$ cat config.mk
export PLATFORM = sky130hd
export DESIGN_NAME = safe_hart_sync_agent_flat
export DESIGN_NICKNAME = d
export VERILOG_FILES = /design/src/rtl/safe_pkg.sv /design/src/rtl/safe_hart_sync_agent_if.sv /design/src/rtl/safe_wfi_filter.sv /design/src/rtl/safe_hart_sync_agent.sv /design/src/flat_wrapper.sv
export SDC_FILE = /design/constraint.sdc
export NUM_CORES = 1
export LEC_CHECK = 0
export BUFFER_PORTS_ARGS = -buffer_cell sky130_fd_sc_hd__buf_2
export CAP_MARGIN = 20
export CORE_UTILIZATION = 50
export CTS_CLUSTER_SIZE = 14
export DETAILED_ROUTE_END_ITERATION = 10
export HOLD_SLACK_MARGIN = 0.12
export PLACE_DENSITY = 0.74
export SLEW_MARGIN = 10
export SYNTH_ARGS = -nofsm -noshare
export SYNTH_HDL_FRONTEND = slang
export SYNTH_SLANG_ARGS = --single-unit
$ cat constraint.sdc
create_clock -name clk_i -period 2 [get_ports clk_i]
set_clock_uncertainty 0.05 [all_clocks]
set_input_delay 0.2 -clock clk_i [delete_from_list [all_inputs] [get_ports clk_i]]
set_output_delay 0.2 -clock clk_i [all_outputs]
set_load 0.01 [all_outputs]
$ cat src/rtl/safe_pkg.sv
// ============================================================================
// Module  : safe_pkg
// Brief   : Shared types and constants for the safe-mode hart sync agent.
// Revision: 1.0
// ============================================================================
`default_nettype none

package safe_pkg;

  typedef enum logic [2:0] {
    AG_IDLE     = 3'd0,
    AG_HALT_REQ = 3'd1,
    AG_HALT_ACK = 3'd2,
    AG_IRQ_REQ  = 3'd3,
    AG_IRQ_ACK  = 3'd4
  } safe_agent_fsm_e;

  localparam int         SAFE_IRQ_ID_W    = 5;
  localparam logic [4:0] SAFE_SYNC_IRQ_ID = 5'd31;

endpackage

`default_nettype wire

$ cat src/rtl/safe_hart_sync_agent_if.sv
// ============================================================================
// Module  : safe_hart_sync_agent_if
// Brief   : Agent <-> core handshake bundle (debug halt, sync IRQ, sleep).
// Revision: 1.0
// ============================================================================
`default_nettype none

interface safe_hart_sync_agent_if;
  import safe_pkg::*;

  logic                     core_debug_req_o;
  logic                     core_debug_halted_i;
  logic                     core_sleep_i;
  logic                     core_irq_o;
  logic                     core_irq_ack_i;
  logic [SAFE_IRQ_ID_W-1:0] core_irq_id_i;

  // master = the sync agent, slave = the core
  modport master (
    output core_debug_req_o,
    output core_irq_o,
    input  core_debug_halted_i,
    input  core_sleep_i,
    input  core_irq_ack_i,
    input  core_irq_id_i
  );

  modport slave (
    input  core_debug_req_o,
    input  core_irq_o,
    output core_debug_halted_i,
    output core_sleep_i,
    output core_irq_ack_i,
    output core_irq_id_i
  );

endinterface

`default_nettype wire

$ cat src/rtl/safe_wfi_filter.sv
// ============================================================================
// Module  : safe_wfi_filter
// Brief   : Saturating glitch filter turning core_sleep_i into a WFI flag.
// Revision: 1.0
// ============================================================================
`default_nettype none

module safe_wfi_filter #(
  parameter int WFI_FILTER = 2
) (
  input  wire logic clk_i,
  input  wire logic rst_ni,
  input  wire logic core_sleep_i,
  output logic      hart_wfi_o
);

  localparam logic [3:0] c_FILT = 4'(WFI_FILTER);

  logic [3:0] r_cnt;
  logic       r_wfi;

  // Qualifying with the live sleep input gives a one-edge fall latency.
  always_ff @(posedge clk_i or negedge rst_ni) begin
    if (!rst_ni) begin
      r_cnt <= 4'd0;
      r_wfi <= 1'b0;
    end else begin
      if (!core_sleep_i) begin
        r_cnt <= 4'd0;
      end else if (r_cnt != c_FILT) begin
        r_cnt <= r_cnt + 4'd1;
      end
      r_wfi <= core_sleep_i && (r_cnt == c_FILT);
    end
  end

  assign hart_wfi_o = r_wfi;

endmodule

`default_nettype wire

$ cat src/rtl/safe_hart_sync_agent.sv
// ============================================================================
// Module  : safe_hart_sync_agent
// Brief   : Per-hart responder turning controller halt/sync levels into core
//           debug-halt and IRQ handshakes, with timeout and WFI reporting.
// Revision: 1.0
// ============================================================================
`default_nettype none

module safe_hart_sync_agent
  import safe_pkg::*;
#(
  parameter logic [4:0] SYNC_IRQ_ID    = SAFE_SYNC_IRQ_ID,
  parameter int         TIMEOUT_CYCLES = 1024,
  parameter int         WFI_FILTER     = 2
) (
  input  wire logic               clk_i,
  input  wire logic               rst_ni,
  input  wire logic               Interrupt_Halt_i,
  input  wire logic               Interrupt_Sync_i,
  output logic                    Halt_ack_o,
  output logic                    Hart_wfi_o,
  output logic                    Hart_intc_ack_o,
  input  wire logic               timeout_clr_i,
  output logic                    timeout_o,
  safe_hart_sync_agent_if.master  core
);

  localparam int             c_TO_W   = (TIMEOUT_CYCLES > 0) ? $clog2(TIMEOUT_CYCLES + 1) : 1;
  localparam logic [c_TO_W-1:0] c_TO_MAX = c_TO_W'(TIMEOUT_CYCLES);

  safe_agent_fsm_e   r_state;
  safe_agent_fsm_e   w_state_nxt;
  logic [c_TO_W-1:0] r_to_cnt;
  logic [c_TO_W-1:0] w_to_inc;
  logic              w_to_hit;
  logic              w_to_abort;
  logic              r_debug_req;
  logic              r_irq;
  logic              r_halt_ack;
  logic              r_intc_ack;
  logic              r_timeout;

  assign w_to_inc = r_to_cnt + 1'b1;
  // The abort fires on the cycle the count would reach the limit, so a
  // request is presented for exactly TIMEOUT_CYCLES cycles.
  assign w_to_hit = (TIMEOUT_CYCLES != 0) && (w_to_inc == c_TO_MAX);

  always_comb begin
    w_state_nxt = r_state;
    w_to_abort  = 1'b0;
    case (r_state)
      AG_IDLE: begin
        if (Interrupt_Halt_i)      w_state_nxt = AG_HALT_REQ;
        else if (Interrupt_Sync_i) w_state_nxt = AG_IRQ_REQ;
      end
      AG_HALT_REQ: begin
        if (core.core_debug_halted_i) begin
          w_state_nxt = AG_HALT_ACK;
        end else if (!Interrupt_Halt_i) begin
          w_state_nxt = AG_IDLE;
        end else if (w_to_hit) begin
          w_state_nxt = AG_IDLE;
          w_to_abort  = 1'b1;
        end
      end
      AG_HALT_ACK: begin
        if (!Interrupt_Halt_i) w_state_nxt = AG_IDLE;
      end
      AG_IRQ_REQ: begin
        if (core.core_irq_ack_i && (core.core_irq_id_i == SYNC_IRQ_ID)) begin
          w_state_nxt = AG_IRQ_ACK;
        end else if (!Interrupt_Sync_i) begin
          w_state_nxt = AG_IDLE;
        end else if (w_to_hit) begin
          w_state_nxt = AG_IDLE;
          w_to_abort  = 1'b1;
        end
      end
      AG_IRQ_ACK: begin
        if (!Interrupt_Sync_i) w_state_nxt = AG_IDLE;
      end
      default: w_state_nxt = AG_IDLE;
    endcase
  end

  always_ff @(posedge clk_i or negedge rst_ni) begin
    if (!rst_ni) begin
      r_state     <= AG_IDLE;
      r_to_cnt    <= '0;
      r_debug_req <= 1'b0;
      r_irq       <= 1'b0;
      r_halt_ack  <= 1'b0;
      r_intc_ack  <= 1'b0;
      r_timeout   <= 1'b0;
    end else begin
      r_state     <= w_state_nxt;
      r_debug_req <= (w_state_nxt == AG_HALT_REQ);
      r_irq       <= (w_state_nxt == AG_IRQ_REQ);
      r_halt_ack  <= (w_state_nxt == AG_HALT_ACK);
      r_intc_ack  <= (w_state_nxt == AG_IRQ_ACK);
      if ((w_state_nxt == r_state) &&
          ((r_state == AG_HALT_REQ) || (r_state == AG_IRQ_REQ))) begin
        r_to_cnt <= w_to_inc;
      end else begin
        r_to_cnt <= '0;
      end
      if (w_to_abort)         r_timeout <= 1'b1;
      else if (timeout_clr_i) r_timeout <= 1'b0;
    end
  end

  assign core.core_debug_req_o = r_debug_req;
  assign core.core_irq_o       = r_irq;
  assign Halt_ack_o            = r_halt_ack;
  assign Hart_intc_ack_o       = r_intc_ack;
  assign timeout_o             = r_timeout;

  safe_wfi_filter #(
    .WFI_FILTER (WFI_FILTER)
  ) u_wfi_filter (
    .clk_i        (clk_i),
    .rst_ni       (rst_ni),
    .core_sleep_i (core.core_sleep_i),
    .hart_wfi_o   (Hart_wfi_o)
  );

endmodule

`default_nettype wire

$ cat src/flat_wrapper.sv
// flat-port wrapper written by rule: the top's interface ports become plain ports
module safe_hart_sync_agent_flat import safe_pkg::*;
#(
  parameter logic [4:0] SYNC_IRQ_ID    = SAFE_SYNC_IRQ_ID,
  parameter int         TIMEOUT_CYCLES = 1024,
  parameter int         WFI_FILTER     = 2
)
  (clk_i, rst_ni, Interrupt_Halt_i, Interrupt_Sync_i, Halt_ack_o, Hart_wfi_o, Hart_intc_ack_o, timeout_clr_i, timeout_o, core_core_debug_req_o, core_core_irq_o, core_core_debug_halted_i, core_core_sleep_i, core_core_irq_ack_i, core_core_irq_id_i);
  safe_hart_sync_agent_if core_i ();
  input  wire logic clk_i;
  input  wire logic rst_ni;
  input  wire logic Interrupt_Halt_i;
  input  wire logic Interrupt_Sync_i;
  output logic Halt_ack_o;
  output logic Hart_wfi_o;
  output logic Hart_intc_ack_o;
  input  wire logic timeout_clr_i;
  output logic timeout_o;
  output wire logic [$bits(core_i.core_debug_req_o)-1:0] core_core_debug_req_o;
  output wire logic [$bits(core_i.core_irq_o)-1:0] core_core_irq_o;
  input wire logic [$bits(core_i.core_debug_halted_i)-1:0] core_core_debug_halted_i;
  input wire logic [$bits(core_i.core_sleep_i)-1:0] core_core_sleep_i;
  input wire logic [$bits(core_i.core_irq_ack_i)-1:0] core_core_irq_ack_i;
  input wire logic [$bits(core_i.core_irq_id_i)-1:0] core_core_irq_id_i;
  assign core_core_debug_req_o = core_i.core_debug_req_o;
  assign core_core_irq_o = core_i.core_irq_o;
  assign core_i.core_debug_halted_i = core_core_debug_halted_i;
  assign core_i.core_sleep_i = core_core_sleep_i;
  assign core_i.core_irq_ack_i = core_core_irq_ack_i;
  assign core_i.core_irq_id_i = core_core_irq_id_i;
  safe_hart_sync_agent #(.SYNC_IRQ_ID(SYNC_IRQ_ID), .TIMEOUT_CYCLES(TIMEOUT_CYCLES), .WFI_FILTER(WFI_FILTER)) u_core (.clk_i(clk_i), .rst_ni(rst_ni), .Interrupt_Halt_i(Interrupt_Halt_i), .Interrupt_Sync_i(Interrupt_Sync_i), .Halt_ack_o(Halt_ack_o), .Hart_wfi_o(Hart_wfi_o), .Hart_intc_ack_o(Hart_intc_ack_o), .timeout_clr_i(timeout_clr_i), .timeout_o(timeout_o), .core(core_i));
endmodule
======== Word level (Yosys, flattened, before mapping) ========
Index checks and enable logic that the tools add are counted.
word-level totals
  bits in registers ....................... 24
  input bits .............................. 13
  output and inout port bits .............. 6
  word-level logic and storage cells ...... 52
operators by class
  $add $sub $neg .......................... 2
  eq/ne operators ......................... 14
  muxes and demuxes ....................... 21
  reductions and logical operators ........ 6
operators with widths
  cell                   count
  $mux 3                 9
  $pmux 3 s5             1
  $eq 3x2->1 const B     4
  $add 11x1->11 const B  1
  $eq 11x11->1 const B   1
  $mux 11                1
  $mux 4                 2
  $mux 1                 7
  $eq 3x1->1 const B     2
  $eq 3x3->1 const B     2
  $eq 5x5->1 const B     1
  $add 4x1->4 const B    1
  $eq 4x2->1 const B     1
  $ne 4x2->1 const B     1
  $eq 3x3->1             1
  $logic_and 1x1->1      3
  $logic_not 3->1        1
  $ne 2x1->1 const B     1
  $pmux 1 s2             1
  $reduce_bool 2->1      1
  $logic_or 1x1->1       1

======== Longest topological paths before layout ========
Gate-level depths: netlist of the first run.
  depth in word-level cells ............... 9
  mapped depth ............................ 7
  depth with buffers taken out ............ 6

======== Hierarchy ========
Synthesis of the first run repeated with hierarchy kept, for this count alone.
second synthesis, totals
  cells, all modules ...................... 124
  area total of the unflattened synthesis .. 1,295.0 um^2
modules (own cells, without submodules)
  module                instances  cells an instance  area an instance (um^2)  sequential area each (um^2)
  safe_hart_sync_agent  1          102                1,039.7                  475.5
  safe_wfi_filter       1          22                 255.2                    125.1

======== Worst setup path after synthesis of the first run ========
OpenSTA, ideal clock, no wires.
  path kind ............................... reg2reg
  start point ............................. register u_core.r_to_cnt[0]
  end point ............................... register u_core.r_debug_req (netlist: u_core.core.core_debug_req_o)
  library setup time ...................... 0.094 ns
  arrival time ............................ 1.786 ns
  required time ........................... 1.856 ns
  slack ................................... 0.070 ns
  cell stages (with the launch flop) ...... 7
  path buffers ............................ 0
  period minus slack after synthesis ...... 1.930 ns
  cell sequence ........................... dfrtp_1 -> ha_1 -> a211oi_1 -> o2111a_1 -> o2111ai_1 -> or2_1 -> a221oi_2
on the way
  word-level cells in the longest chain between the ends .. 7
  elaborated cells on any way between the ends .. 9
  classes of those cells .................. add/sub: 1; eq/ne: 2; mux: 6
ends and longest elaborated chain
  item                       RTL line                                                source
  start: declaration         safe_hart_sync_agent.sv:33                              logic [c_TO_W-1:0] r_to_cnt;
  start signal: assignment   safe_hart_sync_agent.sv:103                             r_to_cnt <= w_to_inc;
  $add 11x1->11 *            safe_hart_sync_agent.sv:43                              assign w_to_inc = r_to_cnt + 1'b1;
  $eq 11x11->1 *             safe_hart_sync_agent.sv:46                              assign w_to_hit = (TIMEOUT_CYCLES != 0) && (w_to_inc == c_TO_MAX);
  $mux 3 *                   safe_hart_sync_agent.sv:61, safe_hart_sync_agent.sv:74
  $mux 3 (on tied branches)  safe_hart_sync_agent.sv:72, safe_hart_sync_agent.sv:59
  $mux 3 (on tied branches)  safe_hart_sync_agent.sv:70, safe_hart_sync_agent.sv:57
  $pmux 3 s5 *               safe_hart_sync_agent.sv:51                              case (r_state)
  $eq 3x1->1 *               safe_hart_sync_agent.sv:97                              r_debug_req <= (w_state_nxt == AG_HALT_REQ);
  end signal: assignment     safe_hart_sync_agent.sv:97
  end: declaration           safe_hart_sync_agent.sv:37                              logic r_debug_req;
Mark *: on every way between the ends. The rest lies on a longest branch, timed or not.
A chain may end at the register's enable or synchronous reset.

======== Worst setup path after layout of the first run ========
  start point ............................. register u_core.r_to_cnt[1]
  end point ............................... register u_core.r_debug_req (netlist: u_core.core.core_debug_req_o)
The elaborated chain is that of the path after synthesis.

==> results of run 1 <==
==> repair_timing <==
action | in CTS | in global routing
setup buffers | 0 | 3
endpoints found under the hold margin | 27 | 0
setup endpoints to repair | 12 | 12
gates cloned | 0 | 1
pin swaps | 3 | 8
hold buffers | 2 | 0
gates resized for setup | 8 | 9
==> worst max-delay path: cells and delay by family (launching register included) <==
family	cells	cell delay [ps]
AO/OA/AOI/OAI	3	870
flip-flops	1	460
AND/OR/NAND/NOR	2	530
==> path summary, 6_finish.rpt <==
check / start / endpoint / slack (ps) / cells after the start
min: timeout_clr_i / u_core.timeout_o / 140 / 3
max in group asynchronous: rst_ni / u_core.r_to_cnt[1] / 1170 / 2
min in group asynchronous: rst_ni / u_core.r_to_cnt[9] / 350 / 2
min reg2reg: u_core.timeout_o / u_core.timeout_o / 470 / 1
max: u_core.r_to_cnt[1] / u_core.core.core_debug_req_o / 10 / 5
max reg2reg: u_core.r_to_cnt[1] / u_core.core.core_debug_req_o / 10 / 5
==> cells in the final DEF, fill, tap and decap left out, types with 2 or more instances in the layout <==
master	instances
dlygate4sd3_1	2
nand3_1	5
nor2b_1	2
nand2_1	14
dfrtp_1	19
and4_1	2
o21ai_0	5
clkbuf_4	3
a21boi_0	3
xnor2_1	4
nand4_1	3
nor2_1	18
inv_1	2
ha_1	2
buf_2	18
xor2_1	7
dfrtp_2	5
buf_4	13
nand2b_1	3
o31ai_1	2
==> metrics by stage <==
stage	power, mW	cells	util (%)	hold slack, ps	TNS (ps)
floorplan	0.834	127	-	-146	0
global placement	0.941	180	63.3	156	-20.4
detailed placement	0.959	180	63.3	155	-1110
CTS	1.16	185	67.0	125	0
global route	1.27	189	70.0	153	-47.1
finish	1.19	189	70.0	139	0
==> report_power, final <==
| group | leakage, nW | internal (mW) | switching [mW] |
|---|---|---|---|
| Combinational | 0.381 | 0.178 | 0.192 |
| Clock | 0.0138 | 0.0701 | 0.124 |
| Sequential | 0.318 | 0.556 | 0.0686 |
| Total | 0.713 | 0.805 | 0.385 |
==> cell type report <==
type | instances | share of cell area, %
flip-flops and latches | 24 | 37.7
multi-input cells | 99 | 45.3
well taps | 28 | 2.18
repair buffers | 33 | 12.9
inverters | 2 | 0.467
clock buffers | 3 | 1.40
==> metal layers <==
metal	global-route usage (%)	wire length (um)
met4	9.21	30
met3	3.77	103
met2	39.5	1390
met1	29.5	1260
met5	0	0
==> logic make-up after synthesis <==
kind of cell               count (synthesis)  synth area share, %
DFF                                       24                 47.1
adders and majority gates                  3                 2.94
xor gates and xnor gates                  11                 7.56
and+or+nand+nor                           59                 23.7
buffers and inverters                      5                 2.16
AOI/OAI and AO/OA                         25                 16.6
==> run metrics, run 1 <==
Synth Net Count about 140; Power Dens Cells 739 nW/um^2; Sink Count 24; Critical Path Start Type flop; biggest regs u_core.r_to_cnt: 11 flops, u_core.u_wfi_filter.r_cnt: 4 flops, u_core.r_state: 3 flops; Worst-Margin Slew 690 ps; Final Slew Violations 0; EDFF count, synth 0; Slew HR 53.6%; post-synth cell types 42; Max Fclk ~500 MHz; first-pass GRT wire length between 4000 and 5000 um; Cell Chain, Critical Path and4_4, a2111oi_4, o2111ai_4, or2_1, a221oi_2; crit path max-delay cell type dfrtp_2; final worst path period need 1990 ps; worst skew pair latency 300 ps; Ys Warns 0; Data arrival, critical path approximately 2100 ps; TritonCTS Buffers 3; vias in the first global route 1,073; Synth Cell Area 1270 sq um; Hold Crit Class in -> reg; largest cells by area after synthesis dfrtp_1 (47%), nor2_1 (5.3%), xor2_1 (4.8%); # DRC 0; post-synth top area share 47.1%; DR WL/cell between 10 and 15 um; most common cell in the netlist dfrtp_1; Max clock buf depth 2; DRT iter0 DRCs 24; antenna fix cells 0; drt via density 5.71; H-tree depth 1; area of the multi-input gates 729 sq um; Worst Path Required 2150 ps; FILL cells 175; Overall Global Routing Usage 23.3%; layout cells sized above 1 33.5%; CTS tree built; P&R area growth vs syn 26.2%; outcome finished, final reports clean; worst-path maximum fanout 5; crit path kind reg -> reg; # nets final 179; Syn Area/Cell about 10 sq um; async set-reset flop share out of synthesis 100%; CTS clk-pin slew, worst paths 110 ps; Post-DP Area around 1500 sq um; Final period util 99.5%; ys flop type dfrtp_1; initial antenna violation count 0; Vias 1,079; starting density of the core 55.5%; largest register by flop count u_core.r_to_cnt; grt ovf 0; static leakage 0.713 nW; global placer's final weighted congestion around 0.83; Site Rows 17; Fin. Hold Viols 0; setup ws final 10.8 ps; die width 52.5 um; clk root buf clkbuf_4; endpoints failing setup 0; Post-synth top cells dfrtp_1 (24), nor2_1 (18), nand2_1 (14); total core area roughly 2300 sq um; Die Y 52.5 um; crit end category flop; maxcap violations 0; pin count of the biggest net entering global routing 25; Max VDD drop 0.000662 V; final WL 2790 um; Seq/Total Area, Yosys 47.1%; number of nets with antenna violations after routing 0; post-route cell area 1610 sq um; Die Footprint 2760 sq um; register area 607 sq um; Largest register FFs 11; critical path's largest stage delay 460 ps; RSZ-0062 raised after global routing true; I/O Buffers 18; Detailed Place HPWL 1890 um; First-pass DRT Iterations 4; post-synth top area cell dfrtp_1; IO Pins 19; Mapped Cells between 100 and 150; dpl ws -150 ps; Yosys reg bits 24
Power figures use the tool's default switching activity.
==> run 2, diff against run 1 <==
--- a/config.mk
+++ b/config.mk
@@ -5,13 +5,14 @@
 export SDC_FILE = /design/constraint.sdc
 export NUM_CORES = 1
 export LEC_CHECK = 0
+export ABC_AREA = 1
 export BUFFER_PORTS_ARGS = -buffer_cell sky130_fd_sc_hd__buf_2
 export CAP_MARGIN = 20
 export CORE_UTILIZATION = 50
 export CTS_CLUSTER_SIZE = 14
 export DETAILED_ROUTE_END_ITERATION = 10
 export HOLD_SLACK_MARGIN = 0.12
-export PLACE_DENSITY = 0.74
+export PLACE_DENSITY = 0.8
 export SLEW_MARGIN = 10
 export SYNTH_ARGS = -nofsm -noshare
 export SYNTH_HDL_FRONTEND = slang
==> run 2 against run 1 <==
Critical path depth is 7 higher; wire length down 18%; hold slack lost 11 ps; via count is 2.3% lower; die area decreased by 1.2%; global-route usage is 3.4 points lower; flip-flop and latch count did not move; maximum frequency is 7.8% higher; synthesized area fell by 1.3%; first-iteration DRC count fell by 8.3%; largest cell class is now sequential cells; largest power group unchanged.
==> run metrics, run 2 <==
clk root buf clkbuf_4 (unchanged); CTS clk-pin slew, worst paths 130 ps (was 110 ps); commonest cells after routing, fill and taps aside nand2_1 (34), dfrtp_1 (24), inv_1 (21), nor2_1 (18), buf_2 (18) (was dfrtp_1 (19), nor2_1 (18), buf_2 (18), nand2_1 (14), buf_4 (13)); outcome finished, final reports clean (unchanged); total core area 2300 sq um (unchanged); post-synth cell types 29 (was 42); Cell Chain, Critical Path ha_1, nand3_2, nor2_4, nand2_1, nand2_1, nand2_1, nor2_2, nand3_4, nand2_4, o21ai_2, inv_2, a21oi_1 (was and4_4, a2111oi_4, o2111ai_4, or2_1, a221oi_2); final WL 2280 um (was 2790 um); Worst-Margin Slew 520 ps (was 690 ps); number of nets with antenna violations after routing 0 (unchanged); I/O Buffers 18 (unchanged); crit path max-delay cell type dfrtp_1 (was dfrtp_2); Site Rows 17 (unchanged); Syn Area/Cell 8.23 sq um (was 10.0 sq um); Slew HR 65.3% (was 53.6%); Max VDD drop 0.000860 V (was 0.000662 V); biggest regs u_core.r_to_cnt: 11 flops, u_core.u_wfi_filter.r_cnt: 4 flops, u_core.r_state: 3 flops (unchanged); Seq/Total Area, Yosys 47.7% (was 47.1%); Max clock buf depth 2 (unchanged); Hold Startpoint Interrupt_Sync_i (was timeout_clr_i); post-synth top area share 47.7% (was 47.1%); Vias 1,054 (was 1,079); Synth Area in Compound Gates 8.65% (was 16.6%); Data arrival, critical path 2000 ps (was 2140 ps); H-tree depth 1 (unchanged); antenna fix cells 0 (unchanged); global placer's final weighted congestion 0.911 (was 0.834); Die Footprint 2720 sq um (was 2760 sq um); final worst path period need 1850 ps (was 1990 ps); Synth Area in XOR/XNOR 0.696% (was 7.56%); critical path's largest stage delay 410 ps (was 460 ps); Reg2Reg Setup Slack 150 ps (was 10 ps); largest register by flop count u_core.r_to_cnt (unchanged); R2R cell count 12 (was 5); most common cell after layout, fill and taps aside nand2_1 (was dfrtp_1); Core Util, Final 63.1% (was 70.0%); die width 52.2 um (was 52.5 um); Post-Route Setup TNS 0 ps (unchanged); first-pass GRT wire length 3970 um (was 4650 um); Die Y 52.2 um (was 52.5 um); worst-path maximum fanout 12 (was 5); Worst Path Required 2160 ps (was 2150 ps); Hold Crit Depth 3 (unchanged); Post-synth top cells nand2_1 (34), dfrtp_1 (24), inv_1 (21) (was dfrtp_1 (24), nor2_1 (18), nand2_1 (14)); largest cells by area after synthesis dfrtp_1 (48%), nand2_1 (10%), inv_1 (6.3%) (was dfrtp_1 (47%), nor2_1 (5.3%), xor2_1 (4.8%)); cell family with most CP delay simple AND/OR/NAND/NOR gates (was compound AO/OA/AOI/OAI gates); drt via density 5.19 (was 5.71); Final Slew Violations 0 (unchanged); Final period util 92.3% (was 99.5%); P&R area growth vs syn 15.1% (was 26.2%); WHS Endpoint u_core.Hart_intc_ack_o (was u_core.timeout_o); most used cell, CP nand2_1; Detailed Place HPWL 1750 um (was 1890 um); Hold Crit Class in -> reg (unchanged); Ys Warns 0 (unchanged); DR WL/cell 11.2 um (was 14.7 um); DRT iter0 DRCs 22 (was 24); pin count of the biggest net entering global routing 25 (unchanged); Mapped Cells 153 (was 127); post-synth top area cell dfrtp_1 (unchanged); IO Pins 19 (unchanged); worst skew pair latency 310 ps (was 300 ps); crit end category flop (unchanged); Synth Area in Adders 2.98% (was 2.94%); # nets final 192 (was 179); ys flop type dfrtp_1 (unchanged); Synth Net Count 169 (was 143); grt ovf 0 (unchanged); starting density of the core 54.8% (was 55.5%); vias in the first global route 1,005 (was 1,073); Synth Cell Area 1260 sq um (was 1270 sq um); Post-Synth Simple-Gate Area 31.8% (was 23.7%); Overall Global Routing Usage 19.9% (was 23.3%); static leakage 0.703 nW (was 0.713 nW); # DRC 0 (unchanged); First-pass DRT Iterations 4 (unchanged); Design Power 1.34 mW (was 1.19 mW); r2r startpoint u_core.r_to_cnt[0] (was u_core.r_to_cnt[1]); layout cells sized above 1 22.9% (was 33.5%); post-synthesis mux area share 0% (unchanged); Power Dens Cells 928 nW/um^2 (was 739 nW/um^2); Yosys reg bits 24 (unchanged); EDFF count, synth 0 (unchanged); maxcap violations 0 (unchanged); R2R Path End u_core.core.core_irq_o (was u_core.core.core_debug_req_o); most common cell in the netlist nand2_1 (was dfrtp_1); CTS tree built (unchanged); crit path buf inv count 1 (was 0); Critical Path Start Type flop (unchanged); FILL cells 190 (was 175); Fin. Hold Viols 0 (unchanged); Max Fclk 542 MHz (was 503 MHz); TritonCTS Buffers 3 (unchanged); async set-reset flop share out of synthesis 100% (unchanged); Post-CTS Setup Bufs 0 (unchanged); main combinational cell family by area after synthesis simple AND/OR/NAND/NOR gates (unchanged); Largest register FFs 11 (unchanged); initial antenna violation count 0 (unchanged); crit path kind reg -> reg (unchanged); endpoints failing setup 0 (unchanged); Sink Count 24 (unchanged)
## run 2: changes by cell type after synthesis, moves of 3 or more
cell	change
nand2_1	+20
a21oi_1	+5
nand2b_1	-3
nand2_2	+6
nand3_1	+3
a21boi_0	-3
o21ai_0	-4
inv_1	+19
xnor2_1	-3
nor2_2	+4
o31ai_1	-3
xor2_1	-7
## run 2: how the worst max path moves through the flow
stage               cells after the start                endpoint          startpoint  slack (ps)
floorplan                              10      u_core.r_to_cnt[9]  u_core.r_to_cnt[0]         380
global placement                       12  u_core.core.core_irq_o  u_core.r_to_cnt[0]         170
detailed placement                     12  u_core.core.core_irq_o  u_core.r_to_cnt[0]         110
CTS                                    12  u_core.core.core_irq_o  u_core.r_to_cnt[0]          70
global route                           12  u_core.core.core_irq_o  u_core.r_to_cnt[0]         -10
finish                                 12  u_core.core.core_irq_o  u_core.r_to_cnt[0]         150
## run 2: layout make-up
type,instances,area [sq um],area share [%]
Multi-Input combinational cell,103,561,38.7
Clock buffer,3,22.5,1.55
Inverter,24,90.1,6.22
Clock inverter,1,30.0,2.07
Tap cell,28,35.0,2.42
Timing Repair Buffer,20,110,7.60
Sequential cell,24,601,41.5
## run 2: kinds of logic after synthesis
| family | count (synthesis) |
|---|---|
| buffers and inverters | 26 |
| XOR/XNOR | 1 |
| flip-flops | 24 |
| AND/OR/NAND/NOR | 82 |
| AO/OA/AOI/OAI | 17 |
| adder cells (fa/ha/maj) | 3 |
## run 2: layer usage
layer / vias up / global-route usage (%) / share of wire, %
met5: - / 0 / 0
met4: 0 / 8.33 / 1.3
met3: 4 / 2.61 / 3.0
met2: 27 / 36.3 / 52
met1: 493 / 23.3 / 44
li1: 530 / - / -
## run 2: where the power goes
part	switching, mW	internal [mW]	total [mW]
registers	0.0741	0.570	0.644
clock network	0.141	0.202	0.344
logic	0.217	0.140	0.356
total	0.432	0.912	1.34
## run 2: worst reg2reg max path, cell delays in order, from the launching register on
cell	delay, ps
dfrtp_1	410
ha_1	220
nand3_2	130
nor2_4	140
nand2_1	70
nand2_1	60
nand2_1	70
nor2_2	120
nand3_4	120
nand2_4	150
o21ai_2	90
inv_2	70
a21oi_1	40
## run 2: through the flow
step	cells	hold slack [ps]	area, sq um	setup WS [ps]
floorplan	153	-146	1260	379
global placement	197	151	1370	171
detailed placement	197	155	1370	111
CTS	203	124	1440	70.9
global route	203	129	1450	-10.6
finish	203	128	1450	154
## run 2: timing repair
item	CTS	global route
hold buffers	2	0
setup endpoints to repair	0	2
hold endpoints to repair	25	0
gates resized for setup	0	1
